## src/rtl/muldiv_unit.sv

```systemverilog
// muldiv_unit: iterative MIPS multiply/divide with HI/LO registers; optional MULDIV_EARLY_OUT_EN skips CALC for trivial operands
module muldiv_unit #(
  parameter int XLEN = 32
) (
  input  logic            clk,
  input  logic            rst,
  input  logic            start,
  input  logic [1:0]      op,
  input  logic [XLEN-1:0] src_a,
  input  logic [XLEN-1:0] src_b,
  input  logic            hi_we,
  input  logic            lo_we,
  input  logic [XLEN-1:0] wdata,
  output logic            busy,
  output logic            done,
  output logic [XLEN-1:0] hi,
  output logic [XLEN-1:0] lo
);
  typedef enum logic [1:0] {IDLE, CALC, FIX} state_t;
  state_t state, state_nx;
  logic [4:0] cnt;
  logic [1:0] op_r;
  logic sa, sb, sa_in, sb_in, early;
  logic [XLEN-1:0] m, a_mag, b_mag, q, r;
  logic [2*XLEN-1:0] acc, acc_init, acc_step, prod;
  logic [XLEN:0] sum, shl, diff;
  // operand magnitudes and sign flags; only the signed ops (op[0]=0) carry signs
  always_comb begin
    sa_in = ~op[0] & src_a[XLEN-1];
    sb_in = ~op[0] & src_b[XLEN-1];
    a_mag = sa_in ? -src_a : src_a;
    b_mag = sb_in ? -src_b : src_b;
`ifdef MULDIV_EARLY_OUT_EN
    early = op[1] ? (src_b == '0) : (src_a == '0 || src_b == '0);
`else
    early = 1'b0;
`endif
    acc_init = early ? (op[1] ? {a_mag, {XLEN{1'b1}}} : '0) : {{XLEN{1'b0}}, op[1] ? a_mag : b_mag};
  end
  // one iteration: multiply shifts the product right while adding; divide shifts the remainder left and restores on underflow
  always_comb begin
    sum = {1'b0, acc[2*XLEN-1:XLEN]} + {1'b0, acc[0] ? m : {XLEN{1'b0}}};
    shl = {acc[2*XLEN-1:XLEN], acc[XLEN-1]};
    diff = shl - {1'b0, m};
    acc_step = op_r[1] ? (diff[XLEN] ? {shl[XLEN-1:0], acc[XLEN-2:0], 1'b0} : {diff[XLEN-1:0], acc[XLEN-2:0], 1'b1})
                       : {sum, acc[XLEN-1:1]};
  end
  // sign fix; a zero divisor forces an all-ones quotient while the remainder naturally equals the dividend
  always_comb begin
    prod = (sa ^ sb) ? -acc : acc;
    q = (m == '0) ? {XLEN{1'b1}} : ((sa ^ sb) ? -acc[XLEN-1:0] : acc[XLEN-1:0]);
    r = sa ? -acc[2*XLEN-1:XLEN] : acc[2*XLEN-1:XLEN];
  end
  // next-state logic
  always_comb begin
    state_nx = state;
    busy = state != IDLE;
    state_nx = state == IDLE ? (start ? (early ? FIX : CALC) : IDLE)
             : state == CALC ? (cnt == 5'd31 ? FIX : CALC)
             : IDLE;
  end
  // state, datapath and architectural HI/LO registers
  always_ff @(posedge clk or posedge rst) begin
    if (rst) begin
      state <= IDLE;
      done <= 1'b0;
      cnt <= '0;
      op_r <= '0;
      sa <= 1'b0;
      sb <= 1'b0;
      m <= '0;
      acc <= '0;
      hi <= '0;
      lo <= '0;
    end else begin
      state <= state_nx;
      done <= state == FIX;
      if (state == IDLE && start) begin
        op_r <= op;
        sa <= sa_in;
        sb <= sb_in;
        m <= op[1] ? b_mag : a_mag;
        acc <= acc_init;
        cnt <= '0;
      end else if (state == IDLE) begin
        if (hi_we) hi <= wdata;
        if (lo_we) lo <= wdata;
      end else if (state == CALC) begin
        acc <= acc_step;
        cnt <= cnt + 5'd1;
      end else begin
        {hi, lo} <= op_r[1] ? {r, q} : prod;
      end
    end
  end
endmodule

```

## config.mk

```make
export PLATFORM = sky130hd
export DESIGN_NAME = muldiv_unit
export DESIGN_NICKNAME = d
export VERILOG_FILES = /design/src/rtl/muldiv_unit.sv
export SDC_FILE = /design/constraint.sdc
export NUM_CORES = 1
export LEC_CHECK = 0
export ABC_AREA = 1
export ABC_CLOCK_PERIOD_IN_PS = 8510
export CORE_UTILIZATION = 35
export DETAILED_ROUTE_END_ITERATION = 7
export GPL_ROUTABILITY_DRIVEN = 0
export PLACE_DENSITY = 0.51
export RECOVER_POWER = 25
export SLEW_MARGIN = 25
export SYNTH_ARGS = -nofsm -noshare
export SYNTH_HDL_FRONTEND = slang
export SYNTH_SLANG_ARGS = --single-unit
export TNS_END_PERCENT = 100
```

## constraint.sdc

```tcl
create_clock -name clk -period 8.51 [get_ports clk]
set_input_delay 2.553 -clock clk [delete_from_list [all_inputs] [get_ports clk]]
set_output_delay 2.553 -clock clk [all_outputs]
set_load 0.05 [all_outputs]
```

; ---- After elaboration in Yosys (flattened, before gate mapping)
; Cells that the tools add are included.
[word_totals]
out_inout_bits = 66
in_bits = 103
reg_bits = 172
[op_classes]
eq_ne = 7
add_sub_neg = 8
bitwise = 5
reduce_logical = 8
mux = 28
[op_table]
columns = op, count
row1 = 32-bit 2-to-1 mux, 14
row2 = 64-bit 2-to-1 mux, 7
row3 = 32-bit negator, 4
row4 = 64-bit negator, 1
row5 = 32-bit by 32-bit adder with 33-bit output, 1
row6 = 33-bit by 32-bit subtractor with 33-bit output, 1
row7 = 32-bit zero test, 1
row8 = 5-bit 2-to-1 mux, 3
row9 = 2-bit 2-to-1 mux, 3
row10 = 2-bit != test (second input constant), 3
row11 = 3-bit AND reduction, 2
row12 = 5-bit by 1-bit adder with 5-bit output (second input constant), 1
row13 = 5-bit equality test (second input constant), 1
row14 = 2-bit nonzero test, 2
row15 = 1-bit AND, 2
row16 = 2-bit by 1-bit equality test with 1-bit output (second input constant), 1
row17 = 2-bit equality test (second input constant), 1
row18 = 2-bit zero test, 1
row19 = 2-bit by 1-bit != test with 1-bit output (second input constant), 1
row20 = 1-bit NOT, 2
row21 = 2-bit AND reduction, 1
row22 = 1-bit logical AND, 1
row23 = 1-bit 2-to-1 mux, 1
row24 = 1-bit bitwise XOR, 1

; ---- Longest topological paths before layout
; Gate-level depths: netlist of run 1.
[depth]
depth_word = 6
depth_mapped = 20
mapped_depth_nobuf = 18

; ---- Least setup slack after synthesis of run 1
; OpenSTA, ideal clock, no wires.
[synth_path]
kind = in2reg
from = input src_a[0]
to = register acc[26]
required_time_ns = 8.393
path_buffers = 0
setup_time_ns = 0.117
setup_slack_ns = 4.537
cell_stages = 15
t_arrival_ns = 3.856
path_cell_list = inv_1 > ha_1 > nand3_1 > nor2_2 > nand2_1 > nor2_1 > nand3_1 > nand2_1 > nand2_1 > nand2_1 > nand2_1 > nand2_1 > nand3_1 > o21ai_1 > inv_1
[synth_between]
elab_chain_len = 4
[synth_lines]
columns = element, line
row1 = start: declaration, 9  ; input logic [XLEN-1:0] src_a,
row2 = 32-bit negator, 31  ; a_mag = sa_in ? -src_a : src_a;
row3 = 32-bit 2-to-1 mux, 31
row4 = 32-bit 2-to-1 mux, 38  ; acc_init = early ? (op[1] ? {a_mag, {XLEN{1'b1}}} : '0) : {{XLEN{1'b0}}, op[1] ? a_mag : b_mag};
row5 = 64-bit 2-to-1 mux, 78  ; if (state == IDLE && start) begin
row6 = end signal: assignment, 83  ; acc <= acc_init;
row7 = end signal: assignment, 89  ; acc <= acc_step;
row8 = end: declaration, 25  ; logic [2*XLEN-1:0] acc, acc_init, acc_step, prod;
; No other way between the ends.
; A chain may end at the register's enable or synchronous reset.

; ---- Final worst setup path of run 1
[layout_path]
from = input start
to = register acc[12]
[layout_between]
elab_chain_len = 3
word_cells_on_any_way = 5
cone_classes = eq/ne: 1 / mux: 1 / reduce/logical: 3
[layout_lines]
columns = element, line
row1 = start: declaration, 7  ; input logic start,
row2 = 1-bit logical AND (*), 78
row3 = 2-bit by 1-bit != test with 1-bit output (no source line) or 2-bit nonzero test (tied branches), --
row4 = 2-bit AND reduction (no source line), --
; Mark *: on every way between the ends. The rest lies on a longest branch, timed or not.

==> report_table.html, run 1 <==
<table>
<tr><th>Metric</th><th>Value</th></tr>
<tr><th colspan="2">Global route</th></tr>
<tr><td>Global-route wire length before repair</td><td>117 mm</td></tr>
<tr><td>Aggregate global-route resource usage</td><td>29.4%</td></tr>
<tr><td>Vias in the first global route</td><td>19100</td></tr>
<tr><td>Number of antenna violations at the first check in global routing</td><td>1</td></tr>
<tr><td>Residual overflow from global routing</td><td>0</td></tr>
<tr><td>Pin count of the biggest net entering global routing</td><td>172</td></tr>
<tr><th colspan="2">Route</th></tr>
<tr><td>Count of antenna-violating nets left after detailed routing</td><td>0</td></tr>
<tr><td>Length of the first detailed-routing pass in iterations</td><td>6</td></tr>
<tr><td>Total Wirelength</td><td>78.0 mm</td></tr>
<tr><td>Detailed-route via count</td><td>20900</td></tr>
<tr><td>Detailed-route DRC error count</td><td>0</td></tr>
<tr><td>Average via count per standard cell</td><td>5.34</td></tr>
<tr><td>Number of DRC violations after detailed-routing iteration 0</td><td>2186</td></tr>
<tr><td>Wire per inst</td><td>19.9 um</td></tr>
<tr><th colspan="2">Layout</th></tr>
<tr><td>Layout cell share with drive strength beyond 1</td><td>3.70%</td></tr>
<tr><td>NumNets Final</td><td>3406</td></tr>
<tr><td>Fill cell count</td><td>5672</td></tr>
<tr><td>Antenna diode count</td><td>0</td></tr>
<tr><td>Final core area utilization</td><td>41.2%</td></tr>
<tr><td>Relative area change from synthesis to final layout</td><td>15.3%</td></tr>
<tr><th colspan="2">STA</th></tr>
<tr><td>RSZ-0062 raised after global routing</td><td>no</td></tr>
<tr><td>Final Slew Violations</td><td>97</td></tr>
<tr><td>Rel. slew slack</td><td>-121%</td></tr>
<tr><td>Setup TNS after final layout</td><td>0 ns</td></tr>
<tr><td>Hold Violations, Final</td><td>0</td></tr>
<tr><td>Max Fclk</td><td>153 MHz</td></tr>
<tr><td>Number of endpoints failing setup at the final stage</td><td>0</td></tr>
<tr><td>Setup clock skew after layout</td><td>0.0241 ns</td></tr>
<tr><td>Minimum clock period</td><td>6.55 ns</td></tr>
<tr><td>Final period util</td><td>76.9%</td></tr>
<tr><td>Slew at the pin closest to its max-slew limit</td><td>3.32 ns</td></tr>
<tr><th colspan="2">Status</th></tr>
<tr><td>Violated checks</td><td>max-capacitance violations, max-slew violations</td></tr>
<tr><td>Status</td><td>finished with violations</td></tr>
<tr><th colspan="2">Hold path</th></tr>
<tr><td>Hold-critical path depth</td><td>2</td></tr>
<tr><td>Hold WC Path Type</td><td>reg2reg</td></tr>
<tr><td>Worst Hold Launch</td><td>lo[3]</td></tr>
<tr><td>Sink of the worst hold path</td><td>lo[3]</td></tr>
<tr><th colspan="2">Logic synthesis</th></tr>
<tr><td>Syn nets</td><td>3303</td></tr>
<tr><td>Top FF cell, synth</td><td>sky130_fd_sc_hd__dfrtp_1</td></tr>
<tr><td>Share of async-settable or async-resettable flops after synthesis</td><td>100%</td></tr>
<tr><td>Post-synthesis cell type with the largest combined area</td><td>sky130_fd_sc_hd__dfrtp_1</td></tr>
<tr><td>Synth area leaders</td><td>sky130_fd_sc_hd__dfrtp_1, sky130_fd_sc_hd__nand2_1, sky130_fd_sc_hd__inv_1</td></tr>
<tr><td>Distinct cell type count of the synthesized netlist</td><td>50</td></tr>
<tr><td>Summed instance area of the synthesized netlist</td><td>18100 um2</td></tr>
<tr><td>Fraction of post-synthesis cell area in the top cell type by area</td><td>23.7%</td></tr>
<tr><td>Cell count after synthesis</td><td>3128</td></tr>
<tr><td>Sequential cell area fraction in the yosys report</td><td>23.7%</td></tr>
<tr><td>Count of flip-flops with a built-in enable after synthesis</td><td>0</td></tr>
<tr><td>Mean instance size in the synthesized netlist</td><td>5.77 um2</td></tr>
<tr><td>Post-synthesis sequential element count</td><td>171</td></tr>
<tr><td>Cell with the most instances after synthesis</td><td>sky130_fd_sc_hd__nand2_1</td></tr>
<tr><td>Top cells by instance count after synthesis</td><td>sky130_fd_sc_hd__nand2_1, sky130_fd_sc_hd__inv_1, sky130_fd_sc_hd__nor2_1</td></tr>
<tr><td>Number of warnings reported in the yosys synthesis log</td><td>0</td></tr>
<tr><th colspan="2">Floorplanning</th></tr>
<tr><td>Die area</td><td>52500 um2</td></tr>
<tr><td>FP Rows</td><td>82</td></tr>
<tr><td>Die outline width</td><td>229 um</td></tr>
<tr><td>Ports placed on the boundary</td><td>169</td></tr>
<tr><td>Die extent in y</td><td>229 um</td></tr>
<tr><td>Initial cell density of the core</td><td>35.8%</td></tr>
<tr><td>Core area</td><td>50500 um2</td></tr>
<tr><th colspan="2">Run</th></tr>
<tr><td>Max cap viols</td><td>2</td></tr>
<tr><th colspan="2">Placement</th></tr>
<tr><td>Quantity of I/O buffers inserted on ports</td><td>168</td></tr>
<tr><td>Hpwl dp</td><td>63.5 mm</td></tr>
<tr><th colspan="2">Clock network</th></tr>
<tr><td>Insertion delay to the later sink of the worst-skew pair</td><td>0.50 ns</td></tr>
<tr><td>Maximum buffer depth of the clock tree</td><td>2</td></tr>
<tr><td>Deepest level of the CTS H-tree</td><td>4</td></tr>
<tr><td>Reg clk slew, reported paths</td><td>0.07 ns</td></tr>
<tr><td>Total clock buffers created by CTS</td><td>17</td></tr>
<tr><td>Count of instances resized after the clock tree is built</td><td>0</td></tr>
<tr><td>Number of clock sinks</td><td>171</td></tr>
<tr><td>Number of hold-repair buffers added at the cts stage</td><td>0</td></tr>
<tr><td>TritonCTS clock tree</td><td>built</td></tr>
<tr><td>Cell at the root of the clock tree</td><td>sky130_fd_sc_hd__clkbuf_16</td></tr>
<tr><td>Total setup buffers inserted after CTS</td><td>0</td></tr>
<tr><th colspan="2">Setup path</th></tr>
<tr><td>Critical Path Fanout Max</td><td>53</td></tr>
<tr><td>Worst path required time</td><td>8.95 ns</td></tr>
<tr><td>Depth of the most critical reg-to-reg path</td><td>11</td></tr>
<tr><td>Launch instance of the worst register-to-register path</td><td>state[0]</td></tr>
<tr><td>Reg2Reg Capture Point</td><td>acc[12]</td></tr>
<tr><td>Critical path startpoint category</td><td>input pin</td></tr>
<tr><td>Setup slack of the most critical reg-to-reg path</td><td>3.58 ns</td></tr>
<tr><td>Critical path class</td><td>in2reg</td></tr>
<tr><td>Capturing element type of the critical path</td><td>flip-flop</td></tr>
<tr><td>Signal arrival time at the worst endpoint</td><td>6.98 ns</td></tr>
<tr><th colspan="2">Power</th></tr>
<tr><td>PwrDens</td><td>485 nW/um2</td></tr>
<tr><td>Highest ir drop seen on vdd</td><td>0.192 mV</td></tr>
<tr><td>Leakage power total</td><td>10.6 nW</td></tr>
</table>
-- power breakdown --
group | switching (W) | internal, W
logic | 0.00505 | 0.00234
registers | 0.000699 | 0.00124
clock network | 0.000388 | 0.000378
-- area by class of cell --
class                      count  area [um2]  share of cell area (%)
multi-input combinational   2390       11600                    55.6
clock buffer                  18         429                    2.06
inverter                     467        1760                    8.44
sequential                   171        4280                    20.6
tap                          672         841                    4.04
timing repair buffer         184        1810                    8.71
clock inverter                13         114                   0.547
-- per-stage QoR --
| step | instance area, um2 | cells | total power [W] | setup WS [ns] | hold slack [ns] |
|---|---|---|---|---|---|
| finish | 20800 | 3915 | 0.0101 | 1.96 | 0.488 |
| global route | 20800 | 3915 | 0.0110 | 1.64 | 0.506 |
| CTS | 20800 | 3914 | 0.0100 | 3.39 | 0.492 |
| detailed placement | 20300 | 3883 | 0.00920 | 2.86 | 0.473 |
| global placement | 20300 | 3883 | 0.00914 | 2.91 | 0.470 |
| floorplan | 18100 | 3128 | 0.00688 | 1.33 | 0.461 |
-- routing by layer --
| layer | share of wire [%] | up-vias | global-route usage, % |
|---|---|---|---|
| met5 | 0 | - | 0 |
| met4 | 4.0 | 0 | 12.4 |
| met3 | 6.4 | 105 | 3.10 |
| met2 | 43 | 850 | 44.7 |
| met1 | 46 | 9751 | 42.0 |
| li1 | - | 10200 | - |
-- kinds of logic (layout without fill, tap and decap cells) --
logic type                 after synthesis  count (layout)  synth area share [%]
xor gates and xnor gates                61              61                  2.96
and+or+nand+nor                       1801            1801                  41.8
AOI/OAI and AO/OA                      456             456                  14.2
DFF                                    171             171                  23.7
adders and majority gates               72              72                  5.07
buffers and inverters                  567             682                  12.3
-- placed cells by master, fill, tap and decap left out, types with 19 or more instances in the layout --
| cell type | n |
|---|---|
| sky130_fd_sc_hd__dfrtp_1 | 170 |
| sky130_fd_sc_hd__xor2_1 | 47 |
| sky130_fd_sc_hd__o211ai_1 | 47 |
| sky130_fd_sc_hd__nand3_1 | 282 |
| sky130_fd_sc_hd__nand2_1 | 1027 |
| sky130_fd_sc_hd__o21ai_1 | 30 |
| sky130_fd_sc_hd__inv_1 | 443 |
| sky130_fd_sc_hd__ha_1 | 70 |
| sky130_fd_sc_hd__nor3_1 | 36 |
| sky130_fd_sc_hd__a21oi_1 | 162 |
| sky130_fd_sc_hd__inv_2 | 20 |
| sky130_fd_sc_hd__clkdlybuf4s50_1 | 167 |
| sky130_fd_sc_hd__nand4_1 | 48 |
| sky130_fd_sc_hd__nor2_1 | 327 |
| sky130_fd_sc_hd__a31oi_1 | 19 |
| sky130_fd_sc_hd__o21ai_0 | 157 |
-- registers in the layout, summed over array words and instances, names as in the netlist --
register,cells
acc,64
hi,32
lo,32
m,32
cnt,5
state,2
done,1
op_r,1
sa,1
sb,1
-- critical path: stages --
cell and delay (ns):
sky130_fd_sc_hd__clkdlybuf4s50_1 0.41, sky130_fd_sc_hd__nand2_1 0.07, sky130_fd_sc_hd__clkbuf_1 1.28, sky130_fd_sc_hd__inv_2 0.78, sky130_fd_sc_hd__nor2_4 0.36, sky130_fd_sc_hd__buf_4 0.53, sky130_fd_sc_hd__inv_1 0.54, sky130_fd_sc_hd__o2111ai_1 0.24
sky130_fd_sc_hd__o21ai_0 0.12, sky130_fd_sc_hd__inv_1 0.08
-- worst max-delay path by stage --
stage               start  endpoint  cells after the start
global placement    start   acc[12]                     10
CTS                 start    acc[8]                      9
finish              start   acc[12]                     10
detailed placement  start    acc[8]                      9
global route        start   acc[31]                      9
floorplan             rst    acc[0]                      1
(Power assumes the default switching activity.)
==> run 2, diff against run 1 <==
Settings changed: ABC_CLOCK_PERIOD_IN_PS 8510 to 6500.
Clock period 8.51 ns to 6.5 ns, I/O delays scaled along.
==> run 2 against run 1 <==
Net effect: the flow now finishes without violations; critical path depth down 2; count of clock-buffer cells in the layout unchanged; clock power up 41%; non-clock buffer count up 1; global-route usage up 0.49 points; sequential share of layout area down 0.059 points; core utilization up 0.12 points; die area unchanged; highest routed layer unchanged.
==> report_table.html, run 2 (synthesis results as in run 1) <==
<table>
<tr><th>Metric</th><th>Value</th></tr>
<tr><th colspan="2">Global route</th></tr>
<tr><td>Aggregate global-route resource usage</td><td>29.9% (+0.49 points)</td></tr>
<tr><td>Residual overflow from global routing</td><td>0 (unchanged)</td></tr>
<tr><td>Pin count of the biggest net entering global routing</td><td>95 (-45%)</td></tr>
<tr><td>Vias in the first global route</td><td>19400 (+1.5%)</td></tr>
<tr><td>Number of antenna violations at the first check in global routing</td><td>0 (-1)</td></tr>
<tr><td>Global-route wire length before repair</td><td>119 mm (+1.7%)</td></tr>
<tr><th colspan="2">Layout</th></tr>
<tr><td>Layout cell share with drive strength beyond 1</td><td>3.85% (+0.15 points)</td></tr>
<tr><td>Register area</td><td>4280 um2 (unchanged)</td></tr>
<tr><td>Cell area after layout</td><td>20900 um2 (+0.29%)</td></tr>
<tr><td>Largest register by flop count</td><td>acc</td></tr>
<tr><td>Number of flip-flops under the largest register name</td><td>64 (unchanged)</td></tr>
<tr><td>Antenna diode count</td><td>0 (unchanged)</td></tr>
<tr><td>Multi-input gate area in the final layout</td><td>11600 um2 (unchanged)</td></tr>
<tr><td>Relative area change from synthesis to final layout</td><td>15.7%</td></tr>
<tr><td>Commonest non-fill, non-tap cell in the layout</td><td>sky130_fd_sc_hd__nand2_1</td></tr>
<tr><td>Fill cell count</td><td>5587 (-1.5%)</td></tr>
<tr><td>NumNets Final</td><td>3407 (+0.029%)</td></tr>
<tr><td>Leading cell types in the layout, fill and taps excluded</td><td>sky130_fd_sc_hd__nand2_1, sky130_fd_sc_hd__inv_1, sky130_fd_sc_hd__nor2_1, sky130_fd_sc_hd__nand3_1, sky130_fd_sc_hd__dfrtp_1</td></tr>
<tr><th colspan="2">STA</th></tr>
<tr><td>RSZ-0062 raised after global routing</td><td>no</td></tr>
<tr><td>Worst hold-check slack</td><td>0.490 ns (+0.00208 ns)</td></tr>
<tr><td>Rel. slew slack</td><td>26.2% (+150 points)</td></tr>
<tr><td>Minimum clock period</td><td>4.63 ns</td></tr>
<tr><td>Max Fclk</td><td>216 MHz</td></tr>
<tr><td>Crit path setup slack, layout</td><td>1.87 ns (-0.0921 ns)</td></tr>
<tr><td>Setup clock skew after layout</td><td>0.0218 ns (-0.00227 ns)</td></tr>
<tr><td>Final period util</td><td>71.2%</td></tr>
<tr><td>Hold Violations, Final</td><td>0 (unchanged)</td></tr>
<tr><td>Slew at the pin closest to its max-slew limit</td><td>1.10 ns (-2.22 ns)</td></tr>
<tr><td>Number of endpoints failing setup at the final stage</td><td>0 (unchanged)</td></tr>
<tr><td>Final Slew Violations</td><td>0 (-100%)</td></tr>
<tr><td>Setup TNS after final layout</td><td>0 ns (unchanged)</td></tr>
<tr><th colspan="2">Route</th></tr>
<tr><td>Total Wirelength</td><td>79.0 mm (+1.3%)</td></tr>
<tr><td>Count of antenna-violating nets left after detailed routing</td><td>0 (unchanged)</td></tr>
<tr><td>Number of DRC violations after detailed-routing iteration 0</td><td>2138 (-2.2%)</td></tr>
<tr><td>Detailed-route via count</td><td>21000 (+0.40%)</td></tr>
<tr><td>Wire per inst</td><td>20.2 um (+1.2%)</td></tr>
<tr><td>Detailed-route DRC error count</td><td>0 (unchanged)</td></tr>
<tr><td>Length of the first detailed-routing pass in iterations</td><td>6 (unchanged)</td></tr>
<tr><td>Average via count per standard cell</td><td>5.36 (+0.35%)</td></tr>
<tr><th colspan="2">Floorplanning</th></tr>
<tr><td>Ports placed on the boundary</td><td>169 (unchanged)</td></tr>
<tr><td>Die extent in y</td><td>229 um (unchanged)</td></tr>
<tr><td>FP Rows</td><td>82 (unchanged)</td></tr>
<tr><td>Core area</td><td>50500 um2 (unchanged)</td></tr>
<tr><td>Die area</td><td>52500 um2 (unchanged)</td></tr>
<tr><td>Die outline width</td><td>229 um (unchanged)</td></tr>
<tr><td>Initial cell density of the core</td><td>35.8% (unchanged)</td></tr>
<tr><th colspan="2">Setup path</th></tr>
<tr><td>Capturing element type of the critical path</td><td>flip-flop</td></tr>
<tr><td>Critical path class</td><td>in2reg</td></tr>
<tr><td>Crit path cell chain</td><td>dlygate4sd3_1 &gt; nand2_1 &gt; inv_2 &gt; nor2_4 &gt; nand2_2 &gt; inv_2 &gt; nor2_1 &gt; a31oi_1</td></tr>
<tr><td>Number of buffer and inverter stages on the critical path</td><td>3 (-3)</td></tr>
<tr><td>Critical Path Fanout Max</td><td>37 (-30%)</td></tr>
<tr><td>Worst path required time</td><td>6.92 ns (-2.03 ns)</td></tr>
<tr><td>Signal arrival time at the worst endpoint</td><td>5.05 ns (-1.93 ns)</td></tr>
<tr><td>Largest delay share family, worst path</td><td>buffers and inverters</td></tr>
<tr><td>Most repeated library cell on the critical path</td><td>sky130_fd_sc_hd__inv_2</td></tr>
<tr><td>Library cell contributing the largest single delay on the critical path</td><td>sky130_fd_sc_hd__inv_2</td></tr>
<tr><td>Critical path startpoint category</td><td>input pin</td></tr>
<tr><td>Largest stage delay, worst path</td><td>0.67 ns (-0.61 ns)</td></tr>
<tr><th colspan="2">Clock network</th></tr>
<tr><td>Total clock buffers created by CTS</td><td>17 (unchanged)</td></tr>
<tr><td>TritonCTS clock tree</td><td>built</td></tr>
<tr><td>Insertion delay to the later sink of the worst-skew pair</td><td>0.51 ns (about the same)</td></tr>
<tr><td>Cell at the root of the clock tree</td><td>sky130_fd_sc_hd__clkbuf_16</td></tr>
<tr><td>Number of hold-repair buffers added at the cts stage</td><td>0 (unchanged)</td></tr>
<tr><td>Count of instances resized after the clock tree is built</td><td>0 (unchanged)</td></tr>
<tr><td>Number of clock sinks</td><td>171 (unchanged)</td></tr>
<tr><td>Total setup buffers inserted after CTS</td><td>0 (unchanged)</td></tr>
<tr><td>Reg clk slew, reported paths</td><td>0.08 ns (about the same)</td></tr>
<tr><td>Maximum buffer depth of the clock tree</td><td>2 (unchanged)</td></tr>
<tr><td>Deepest level of the CTS H-tree</td><td>4 (unchanged)</td></tr>
<tr><th colspan="2">Power</th></tr>
<tr><td>Highest ir drop seen on vdd</td><td>0.294 mV (+53%)</td></tr>
<tr><td>Leakage power total</td><td>10.6 nW (+0.29%)</td></tr>
<tr><td>PwrDens</td><td>640 nW/um2 (+32%)</td></tr>
<tr><td>Total Power Consumption</td><td>0.0134 W (+32%)</td></tr>
<tr><th colspan="2">Placement</th></tr>
<tr><td>Area post-placement</td><td>20300 um2 (about the same)</td></tr>
<tr><td>Quantity of I/O buffers inserted on ports</td><td>168 (unchanged)</td></tr>
<tr><td>Worst slack, placed</td><td>1.55 ns (-1.31 ns)</td></tr>
<tr><td>Hpwl dp</td><td>63.9 mm (+0.64%)</td></tr>
<tr><th colspan="2">Run</th></tr>
<tr><td>Max cap viols</td><td>0 (-2)</td></tr>
<tr><th colspan="2">Status</th></tr>
<tr><td>Status</td><td>finished, final reports clean</td></tr>
<tr><th colspan="2">Hold path</th></tr>
<tr><td>Hold WC Path Type</td><td>reg2reg</td></tr>
</table>
## run 2: changes by cell type in the layout (fill, tap and decap cells not counted), moves of 2 or more
cell / delta
sky130_fd_sc_hd__clkinv_8: +4
sky130_fd_sc_hd__clkbuf_1: -3
sky130_fd_sc_hd__inv_6: -2
sky130_fd_sc_hd__buf_4: +3
## run 2: per-stage QoR
step | util [%] | instances
finish | 41.4 | 3917
floorplan | - | 3128
global route | 41.4 | 3917
global placement | 40.2 | 3885
detailed placement | 40.2 | 3885
CTS | 41.4 | 3917
## run 2: per-layer routing
| layer | wire length [um] | vias up | track usage (%) |
|---|---|---|---|
| met2 | 33400 | 838 | 44.8 |
| met3 | 5600 | 144 | 4.27 |
| met1 | 36000 | 9790 | 41.7 |
| met4 | 3950 | 0 | 15.0 |
| li1 | - | 10200 | - |
| met5 | 0 | - | 0 |
## run 2: final timing paths
path / cells past startpoint / slack, ns / startpoint / endpoint
setup / recovery: 8 / 1.87 / start / hi[17]
hold / removal: 2 / 0.49 / lo[3] / lo[3]
setup reg to reg: 9 / 2.69 / state[0] / hi[17]
hold reg to reg: 2 / 0.49 / lo[3] / lo[3]
max in group asynchronous: 3 / 3.06 / rst / m[3]
min in group asynchronous: 2 / 2.10 / rst / hi[10]
## run 2: layout make-up
| cell class | count | area share, % |
|---|---|---|
| clock inverter | 14 | 0.767 |
| inverter | 467 | 8.40 |
| timing repair buffer | 185 | 8.73 |
| sequential | 171 | 20.5 |
| multi-input combinational | 2390 | 55.5 |
| tap | 672 | 4.03 |
| clock buffer | 18 | 2.10 |
## run 2: where the power goes
part | internal [W] | switching, W | total, W
sequential | 0.00163 | 0.000892 | 0.00252
clock | 0.000523 | 0.000557 | 0.00108
combinational | 0.00306 | 0.00670 | 0.00976
total | 0.00521 | 0.00815 | 0.0134
## run 2: worst register-to-register path: cells and delay by family, from the launching register on
| family | cells | cell delay, ns |
|---|---|---|
| AOI/OAI and AO/OA | 1 | 0.06 |
| buffers and inverters | 3 | 1.67 |
| DFF | 1 | 0.45 |
| and+or+nand+nor | 5 | 1.49 |
